`config.mk`:
```
export PLATFORM = sky130hd
export DESIGN_NAME = cp0_unit_flat
export DESIGN_NICKNAME = d
export VERILOG_FILES = /design/src/rtl/cp0_pkg.sv /design/src/rtl/cp0_if.sv /design/src/rtl/cp0_unit.sv /design/src/flat_wrapper.sv
export SDC_FILE = /design/constraint.sdc
export NUM_CORES = 1
export LEC_CHECK = 0
export CORE_UTILIZATION = 40
export CTS_CLUSTER_SIZE = 10
export DETAILED_ROUTE_END_ITERATION = 12
export PLACE_DENSITY = 0.77
export SKIP_CTS_REPAIR_TIMING = 1
export SYNTH_ARGS = -nofsm -noshare
export SYNTH_HDL_FRONTEND = slang
export SYNTH_SLANG_ARGS = --single-unit
export TNS_END_PERCENT = 1
```
`constraint.sdc`:
```
create_clock -name clk -period 2.95 [get_ports clk]
set_input_delay 0.295 -clock clk [delete_from_list [all_inputs] [get_ports clk]]
set_output_delay 0.295 -clock clk [all_outputs]
set_load 0.02 [all_outputs]
```
`src/rtl/cp0_pkg.sv`:
```
// Shared CP0 definitions: register numbers, field positions, exception codes
// and the packed SR/Cause register payloads with their read formatting.
package cp0_pkg;

  localparam int unsigned DATA_W  = 32;
  localparam int unsigned ADDR_W  = 5;
  localparam int unsigned EXC_W   = 5;
  localparam int unsigned HWINT_W = 6;

  localparam logic [ADDR_W-1:0] ADDR_SR    = 5'd12;
  localparam logic [ADDR_W-1:0] ADDR_CAUSE = 5'd13;
  localparam logic [ADDR_W-1:0] ADDR_EPC   = 5'd14;
  localparam logic [ADDR_W-1:0] ADDR_PRID  = 5'd15;

  localparam int unsigned SR_IM_LSB     = 10;
  localparam int unsigned SR_EXL_BIT    = 1;
  localparam int unsigned SR_IE_BIT     = 0;
  localparam int unsigned CAUSE_BD_BIT  = 31;
  localparam int unsigned CAUSE_IP_LSB  = 10;
  localparam int unsigned CAUSE_EXC_LSB = 2;

  localparam logic [DATA_W-1:0] SR_MASK    = 32'h0000_FC03;
  localparam logic [DATA_W-1:0] CAUSE_MASK = 32'h8000_FC7C;

  // Handler entry point lives in D_NPC; kept here as the shared reference value.
  localparam logic [DATA_W-1:0] HANDLER_PC = 32'h0000_4180;

  typedef enum logic [EXC_W-1:0] {
    EXC_INT  = 5'd0,
    EXC_ADEL = 5'd4,
    EXC_ADES = 5'd5,
    EXC_RI   = 5'd10,
    EXC_OV   = 5'd12
  } exc_code_e;

  typedef struct packed {
    logic [HWINT_W-1:0] im;
    logic               exl;
    logic               ie;
  } sr_t;

  typedef struct packed {
    logic               bd;
    logic [HWINT_W-1:0] ip;
    logic [EXC_W-1:0]   exc;
  } cause_t;

  function automatic logic [DATA_W-1:0] sr_word(input sr_t s);
    sr_word = ((DATA_W'(s.im) << SR_IM_LSB)
             | (DATA_W'(s.exl) << SR_EXL_BIT)
             | (DATA_W'(s.ie) << SR_IE_BIT)) & SR_MASK;
  endfunction

  function automatic logic [DATA_W-1:0] cause_word(input cause_t c);
    cause_word = ((DATA_W'(c.bd) << CAUSE_BD_BIT)
                | (DATA_W'(c.ip) << CAUSE_IP_LSB)
                | (DATA_W'(c.exc) << CAUSE_EXC_LSB)) & CAUSE_MASK;
  endfunction

endpackage

```
`src/rtl/cp0_if.sv`:
```
// M-stage <-> CP0 signal bundle: mtc0/mfc0 access, victim info, interrupts,
// and the Req/EPC outputs towards D_NPC and the flush logic.
interface cp0_if;
  import cp0_pkg::*;

  logic                en;
  logic [ADDR_W-1:0]   CP0Addr;
  logic [DATA_W-1:0]   CP0In;
  logic [DATA_W-1:0]   CP0Out;
  logic [DATA_W-1:0]   VPC;
  logic                BDIn;
  logic [EXC_W-1:0]    ExcCodeIn;
  logic [HWINT_W-1:0]  HWInt;
  logic                EXLClr;
  logic [DATA_W-1:0]   EPCOut;
  logic                Req;

  modport master (
    output en, CP0Addr, CP0In, VPC, BDIn, ExcCodeIn, HWInt, EXLClr,
    input  CP0Out, EPCOut, Req
  );

  modport slave (
    input  en, CP0Addr, CP0In, VPC, BDIn, ExcCodeIn, HWInt, EXLClr,
    output CP0Out, EPCOut, Req
  );

endinterface

```
`src/rtl/cp0_unit.sv`:
```
// Coprocessor-0 exception/interrupt controller: owns SR, Cause, EPC and PRId,
// and raises a one-cycle Req when an enabled interrupt or exception is taken.
module cp0_unit
  import cp0_pkg::*;
#(
  parameter logic [DATA_W-1:0] PRID = 32'h0000_0000
) (
  input  logic  clk,
  input  logic  reset,
  cp0_if.slave  bus
);

  sr_t               sr_q, sr_d;
  cause_t            cause_q, cause_d;
  logic [DATA_W-1:0] epc_q, epc_d;

  logic int_req_c;
  logic exc_req_c;
  logic req_c;

  // EXL masks everything; an interrupt beats a concurrent exception.
  always_comb begin
    int_req_c = (|(bus.HWInt & sr_q.im)) & sr_q.ie & ~sr_q.exl;
    exc_req_c = (bus.ExcCodeIn != '0) & ~sr_q.exl;
    req_c     = (int_req_c | exc_req_c) & ~reset;
  end

  always_comb begin
    sr_d     = sr_q;
    cause_d  = cause_q;
    epc_d    = epc_q;
    cause_d.ip = bus.HWInt;

    if (req_c) begin
      // Exception entry; any mtc0 this cycle belongs to a flushed instruction.
      sr_d.exl    = 1'b1;
      cause_d.bd  = bus.BDIn;
      cause_d.exc = int_req_c ? EXC_W'(EXC_INT) : bus.ExcCodeIn;
      epc_d       = bus.BDIn ? (bus.VPC - 32'd4) : bus.VPC;
    end else begin
      if (bus.en) begin
        case (bus.CP0Addr)
          ADDR_SR: begin
            sr_d.im  = bus.CP0In[SR_IM_LSB +: HWINT_W];
            sr_d.exl = bus.CP0In[SR_EXL_BIT];
            sr_d.ie  = bus.CP0In[SR_IE_BIT];
          end
          ADDR_EPC: epc_d = bus.CP0In;
          default: ;
        endcase
      end
      // eret clears EXL even when a same-cycle mtc0 writes SR.
      if (bus.EXLClr) begin
        sr_d.exl = 1'b0;
      end
    end
  end

  always_ff @(posedge clk or posedge reset) begin
    if (reset) begin
      sr_q    <= '0;
      cause_q <= '0;
      epc_q   <= '0;
    end else begin
      sr_q    <= sr_d;
      cause_q <= cause_d;
      epc_q   <= epc_d;
    end
  end

  // mfc0 read path shows pre-edge state; no write bypass.
  always_comb begin
    bus.CP0Out = '0;
    case (bus.CP0Addr)
      ADDR_SR:    bus.CP0Out = sr_word(sr_q);
      ADDR_CAUSE: bus.CP0Out = cause_word(cause_q);
      ADDR_EPC:   bus.CP0Out = epc_q;
      ADDR_PRID:  bus.CP0Out = PRID;
      default:    bus.CP0Out = '0;
    endcase
  end

  assign bus.EPCOut = epc_q;
  assign bus.Req    = req_c;

endmodule

```
`src/flat_wrapper.sv`:
```
// flat-port wrapper written by rule: the top's interface ports become plain ports
module cp0_unit_flat import cp0_pkg::*;
#(
  parameter logic [DATA_W-1:0] PRID = 32'h0000_0000
)
  (clk, reset, bus_en, bus_CP0Addr, bus_CP0In, bus_VPC, bus_BDIn, bus_ExcCodeIn, bus_HWInt, bus_EXLClr, bus_CP0Out, bus_EPCOut, bus_Req);
  cp0_if bus_i ();
  input  logic clk;
  input  logic reset;
  input wire logic [$bits(bus_i.en)-1:0] bus_en;
  input wire logic [$bits(bus_i.CP0Addr)-1:0] bus_CP0Addr;
  input wire logic [$bits(bus_i.CP0In)-1:0] bus_CP0In;
  input wire logic [$bits(bus_i.VPC)-1:0] bus_VPC;
  input wire logic [$bits(bus_i.BDIn)-1:0] bus_BDIn;
  input wire logic [$bits(bus_i.ExcCodeIn)-1:0] bus_ExcCodeIn;
  input wire logic [$bits(bus_i.HWInt)-1:0] bus_HWInt;
  input wire logic [$bits(bus_i.EXLClr)-1:0] bus_EXLClr;
  output wire logic [$bits(bus_i.CP0Out)-1:0] bus_CP0Out;
  output wire logic [$bits(bus_i.EPCOut)-1:0] bus_EPCOut;
  output wire logic [$bits(bus_i.Req)-1:0] bus_Req;
  assign bus_i.en = bus_en;
  assign bus_i.CP0Addr = bus_CP0Addr;
  assign bus_i.CP0In = bus_CP0In;
  assign bus_i.VPC = bus_VPC;
  assign bus_i.BDIn = bus_BDIn;
  assign bus_i.ExcCodeIn = bus_ExcCodeIn;
  assign bus_i.HWInt = bus_HWInt;
  assign bus_i.EXLClr = bus_EXLClr;
  assign bus_CP0Out = bus_i.CP0Out;
  assign bus_EPCOut = bus_i.EPCOut;
  assign bus_Req = bus_i.Req;
  cp0_unit #(.PRID(PRID)) u_core (.clk(clk), .reset(reset), .bus(bus_i));
endmodule
```
* Yosys cells after proc, flatten, opt, wreduce, memory -nomap -nowiden
Index checks and enable logic that the tools add are counted.
Storage, ports and cells: register bits 52, input port bits 85, output and inout bits 65, word-level logic and storage cells 43
Operators by class: $add $sub $neg 1, equal/unequal tests 3, multiplexer cells 10, bitwise operators 13, reduce and logical (&&, ||, !) cells 9
Operators by type and width (count):
- 32-bit 2-to-1 mux | 4
- 32-bit case mux with 3 select lines | 1
- 32-bit by 16-bit OR with 32-bit output | 1
- 32-bit by 7-bit OR with 32-bit output | 1
- 32-bit by 3-bit subtractor with 32-bit output (second input constant) | 1
- 16-bit by 1-bit OR with 16-bit output | 1
- 16-bit by 2-bit OR with 16-bit output | 1
- 5-bit by 4-bit equality test with 1-bit output (second input constant) | 3
- 6-bit bitwise AND | 1
- 3-bit nonzero test | 2
- 6-bit OR reduction | 1
- 5-bit 2-to-1 mux | 1
- 5-bit nonzero test | 1
- 1-bit bitwise AND | 4
- 2-bit 2-to-1 mux | 2
- 2-bit AND reduction | 2
- 2-bit nonzero test | 2
- 1-bit inverter | 3
- 3-bit AND reduction | 1
- 1-bit 2-to-1 mux | 2
- 1-bit OR | 1

* Longest topological paths before layout
word-level depth 8, mapped depth 7, depth with buffers taken out 7

* Least setup slack after synthesis
OpenSTA, ideal clock, no wires.
path kind input to register, start input port bus_VPC[18], end register u_core.epc_q[29], in the netlist u_core.bus.EPCOut[29], library setup time 82 ps, arrival 2332 ps, required time 2868 ps, setup slack 536 ps, stages on the path 6, path buffers 1, cells stage by stage or4_4 > or4b_4 > buf_6 > or4_4 > o31a_1 > a22oi_2
Between the ends: longest elaborated chain between the ends 3
RTL lines:
- from (decl) | RTL line flat_wrapper.sv:13 | input wire logic [$bits(bus_i.VPC)-1:0] bus_VPC;
- 32-bit by 3-bit subtractor with 32-bit output | RTL line cp0_unit.sv:39 | epc_d = bus.BDIn ? (bus.VPC - 32'd4) : bus.VPC;
- 32-bit 2-to-1 mux | RTL line cp0_unit.sv:39
- 32-bit 2-to-1 mux | RTL line cp0_unit.sv:34 | if (req_c) begin
- to (signal assigned) | RTL line cp0_unit.sv:67 | epc_q <= epc_d;
- to (decl) | RTL line cp0_unit.sv:15 | logic [DATA_W-1:0] epc_q, epc_d;
Every way passes these cells. A chain may end at the register's enable or synchronous reset.

* Final worst setup path
start input port bus_CP0Addr[4], end output port bus_CP0Out[31]
Between the ends: longest elaborated chain between the ends 2, elaborated cells between the ends (all ways) 4, classes of those cells 3 x eq/ne; 1 x mux
RTL lines:
- from (decl) | RTL line flat_wrapper.sv:11 | input wire logic [$bits(bus_i.CP0Addr)-1:0] bus_CP0Addr;
- 5-bit by 4-bit equality test with 1-bit output | RTL line cp0_unit.sv:74 | case (bus.CP0Addr)
- 32-bit case mux with 3 select lines * | RTL line cp0_unit.sv:74
- to (decl) | RTL line flat_wrapper.sv:18 | output wire logic [$bits(bus_i.CP0Out)-1:0] bus_CP0Out;
Every way passes the cells marked *; elsewhere a longest branch is shown, timed or not.

==> run summary <==
In the final layout, the share of cells above drive strength 1 is 7.99%. The maximum level of the CTS H-tree came out at 2. The largest clock skew in the final design came out at 0.00674 ns. The later pin in the worst-skew pair is clocked with a latency of 0.30 ns. The period utilization is 87.5%. The chip height came out at 90.4 um. Counting buffers and inverters, the worst setup path is 6 cells deep.

The synthesized design contains 0 enable-type register cells. The boundary pin count came out at 150. The die covers 8160 sq um. In this run the worst hold path is classified as input pin to async pin. The register bit total from synthesis is 52. The kind of end point of the critical path is an output pin. VDD sags by at most 0.326 mV.

The measured slew at the worst slew-check pin came out at 0.659 ns. The count of antenna diodes in the layout came out at 0. The length in cells of the worst reg-to-reg path is 6.

The number of fill cells is 645. The wire length of the first global-routing pass is 15700 um. The final layout contains routed wiring with a total length of 9930 um. The average via count per standard cell is 5.60. The count of mapped cells out of synthesis came out at 338. The cell family contributing the most delay on the critical path is buffers and inverters. The mean cell area of the mapped netlist came out at 9.24 sq um. The number of antenna violations at the first check in global routing is 0. The final weighted congestion in routability-driven placement is 0.811. The final routed wire length divided by cell count is 16.9 um.

The Yosys warning count is 0. The core occupancy in the finished layout is 65.7%. The number of design-rule violations left by the first detailed-router iteration is 199. The total count of max-transition violations in the final report came out at 0. The total nets after synthesis is 424. For this run the aggregate overflow at the end of global routing stands at 0. The power density over the cells came out at 456 nW/um^2. The first TritonRoute pass finished after 8 iterations. The area inside the core boundary came out at 7410 sq um. The highest cell delay on the worst timing path came out at 0.61 ns. The most used flip-flop cell after synthesis is sky130_fd_sc_hd__dfrtp_1. The number of sinks handled by clock tree synthesis is 52. Data on the critical path is required at its endpoint by 2.65 ns. Setup repair after global routing left no endpoint under its margin. In this run the static leakage power is 0.00202 uW. The remaining antenna violation count after routing is 0.

The total of endpoints with negative setup slack in the final report is 0. The starting density of the core is 42.2%. The largest net degree at the start of global routing came out at 69.

The start-to-end type of the worst setup path is input pin to output pin. The number of global-route vias before repair came out at 3211. The slowest stage of the critical path belongs to the cell sky130_fd_sc_hd__clkdlybuf4s50_1. The sort of element at the start of the critical path is an input pin. The number of distinct standard cells referenced by the synthesized netlist is 42. The number of failing hold endpoints at the final stage is 0.

During placement, the flow inserted port buffers numbering 149. Counting along the longest clock path gives a buffer depth of 2. The floorplan die width came out at 90.4 um.

The fmax came out at 387 MHz. The number of nets at the end of the flow is 573. The tree is rooted in a sky130_fd_sc_hd__clkbuf_8. The TritonCTS clock tree is yes.

From synthesis to final layout, the design area changed by 55.9%. The clock buffer count from CTS is 5. In this run the cell area of the synthesized design comes to 3120 sq um.

The total DRC errors in the routed layout is 0. The worst slew margin relative to its limit came out at 56.0%. The share of synthesized area occupied by flip-flops and latches is 41.7%. The number of maximum-capacitance constraint violations came out at 0. The critical path goes through clkdlybuf4s50_1 -> nand3b_1 -> nor3b_2 -> buf_12 -> a22o_1 -> clkdlybuf4s50_1. Summed over all failing endpoints, the final setup total negative slack is 0 ns. In the synthesized netlist the async set-or-reset flop fraction comes to 100%. In this run the worst path has a maximum fanout of 57. The data arrival time of the critical path is 2.29 ns. The buffers plus inverters on the worst setup path is 3. The total number of vias is 3290.

The run finished with clean final reports. The cell seen most often among critical-path stages is sky130_fd_sc_hd__clkdlybuf4s50_1. The all-layer global routing usage came out at 24.1%. The smallest hold slack is 0.336 ns.

The final critical path time including I/O delays and setup is 2.58 ns. After routing the design area is 4870 sq um. The clock transition at the registers of the reported paths is 0.09 ns. The post-DP HPWL came out at 7370 um. The initialized floorplan defines 31 standard-cell rows. The post-placement cell area came out at 4780 sq um.
[state kept, by name, indices dropped and copies added, names as in the netlist]
name / count
u_core.bus.EPCOut: 32
u_core.cause_q: 12
u_core.sr_q: 8
[power breakdown]
group | switching, uW | internal (uW)
Sequential | 119 | 861
Clock | 239 | 166
Combinational | 402 | 432
[logic make-up after synthesis]
logic type               Yosys count  synth area share, %
AND/OR/NAND/NOR                  126                 22.7
AO/OA/AOI/OAI                     83                 18.4
flip-flops                        52                 41.7
buffers and inverters             35                 4.45
XOR/XNOR                          25                 7.01
multiplexers                      16                 5.41
adder cells (fa/ha/maj)            1                0.401
[area by class of cell]
cell class / instances / area, sq um / share of cell area (%)
flip-flops and latches: 52 / 1300 / 26.7
multi-input cells: 251 / 1690 / 34.7
inverters: 12 / 45.0 / 0.925
clock buffers: 5 / 68.8 / 1.41
clock inverters: 3 / 18.8 / 0.385
well taps: 99 / 124 / 2.54
repair buffers: 165 / 1620 / 33.4
[cells in the mapped netlist (3+ instances only)]
cell / number / area share [%]
sky130_fd_sc_hd__dfrtp_1: 52 / 42
sky130_fd_sc_hd__nand2_1: 25 / 3.0
sky130_fd_sc_hd__a211oi_1: 24 / 5.8
sky130_fd_sc_hd__and3_1: 24 / 4.8
sky130_fd_sc_hd__a21oi_1: 21 / 3.4
sky130_fd_sc_hd__xnor2_1: 21 / 5.9
sky130_fd_sc_hd__clkbuf_1: 20 / 2.4
sky130_fd_sc_hd__and2_1: 18 / 3.6
sky130_fd_sc_hd__inv_1: 11 / 1.3
sky130_fd_sc_hd__nor2_1: 11 / 1.3
sky130_fd_sc_hd__mux2i_1: 9 / 2.9
sky130_fd_sc_hd__nand3_1: 9 / 1.4
sky130_fd_sc_hd__nor3_1: 9 / 1.4
sky130_fd_sc_hd__a22o_1: 8 / 2.2
sky130_fd_sc_hd__o21ai_1: 8 / 1.3
sky130_fd_sc_hd__mux2_2: 7 / 2.5
sky130_fd_sc_hd__nor4_1: 7 / 1.4
sky130_fd_sc_hd__a222oi_1: 6 / 1.9
sky130_fd_sc_hd__or3_1: 6 / 1.2
sky130_fd_sc_hd__or4_1: 5 / 1.2
sky130_fd_sc_hd__xor2_1: 4 / 1.1
sky130_fd_sc_hd__a22oi_1: 3 / 0.72
sky130_fd_sc_hd__a31oi_1: 3 / 0.60
sky130_fd_sc_hd__nand4_1: 3 / 0.60
sky130_fd_sc_hd__nor3b_1: 3 / 0.72
sky130_fd_sc_hd__o21ai_0: 3 / 0.48
[per-layer routing]
layer  vias up  GRT usage (%)  share of wire, %
met2       149           40.8                49
li1       1548              -                 -
met4         0           6.59               1.2
met3        13           3.79               6.9
met5         -              0                 0
met1      1580           31.9                43
[metrics by stage]
stage	total power (uW)	cells	setup slack, ns
5_1_grt	2340	587	0.258
4_1_cts	2230	587	0.366
3_5_place_dp	1830	579	0.147
6_report	2220	587	0.369
2_1_floorplan	1360	338	0.536
3_3_place_gp	1810	579	0.172
[worst reg2reg max path, stage by stage (launching register included)]
cell and delay (ns):
sky130_fd_sc_hd__dfrtp_1 0.40, sky130_fd_sc_hd__a22oi_1 0.28, sky130_fd_sc_hd__a311o_1 0.36, sky130_fd_sc_hd__a21o_1 0.19, sky130_fd_sc_hd__buf_4 0.20, sky130_fd_sc_hd__nand3_1 0.32, sky130_fd_sc_hd__mux2_2 0.38
[final timing paths]
kind	start	end	slack, ns
setup / recovery	bus_CP0Addr[4]	bus_CP0Out[31]	0.37
setup reg to reg	u_core.sr_q[3]	u_core.sr_q[0]	0.70
min in group clk	bus_HWInt[1]	u_core.cause_q[6]	0.46
max in group asynchronous	reset	u_core.sr_q[6]	2.02
hold reg to reg	u_core.cause_q[3]	u_core.cause_q[3]	0.48
hold / removal	reset	u_core.cause_q[0]	0.34
[layout by cell type, fill, tap and decap left out, types with 2 or more instances in the layout]
cell                              synthesis  final
sky130_fd_sc_hd__or4_1                    5      5
sky130_fd_sc_hd__o21ai_0                  3      3
sky130_fd_sc_hd__inv_1                   11     10
sky130_fd_sc_hd__buf_4                    0     15
sky130_fd_sc_hd__mux2i_1                  9      9
sky130_fd_sc_hd__inv_2                    1      2
sky130_fd_sc_hd__dfrtp_1                 52     52
sky130_fd_sc_hd__mux2_2                   7      7
sky130_fd_sc_hd__a211oi_1                24     24
sky130_fd_sc_hd__nor2_1                  11     11
sky130_fd_sc_hd__a21oi_1                 21     21
sky130_fd_sc_hd__nand4_1                  3      3
sky130_fd_sc_hd__nand2_1                 25     25
sky130_fd_sc_hd__clkdlybuf4s50_1          0    149
sky130_fd_sc_hd__a22oi_1                  3      3
sky130_fd_sc_hd__xor2_1                   4      4
sky130_fd_sc_hd__or4_4                    2      2
sky130_fd_sc_hd__nor3_1                   9      9
sky130_fd_sc_hd__o21ai_1                  8      8
sky130_fd_sc_hd__and2_1                  18     18
sky130_fd_sc_hd__nand3_1                  9      9
sky130_fd_sc_hd__xnor2_1                 21     21
sky130_fd_sc_hd__a22o_1                   8      8
sky130_fd_sc_hd__clkbuf_8                 0      5
sky130_fd_sc_hd__nor4_1                   7      7
sky130_fd_sc_hd__or3_1                    6      6
sky130_fd_sc_hd__nor3b_1                  3      2
sky130_fd_sc_hd__clkinv_2                 0      2
sky130_fd_sc_hd__and3_1                  24     24
sky130_fd_sc_hd__a222oi_1                 6      6
sky130_fd_sc_hd__a31oi_1                  3      3
(Power assumes the default switching activity.)
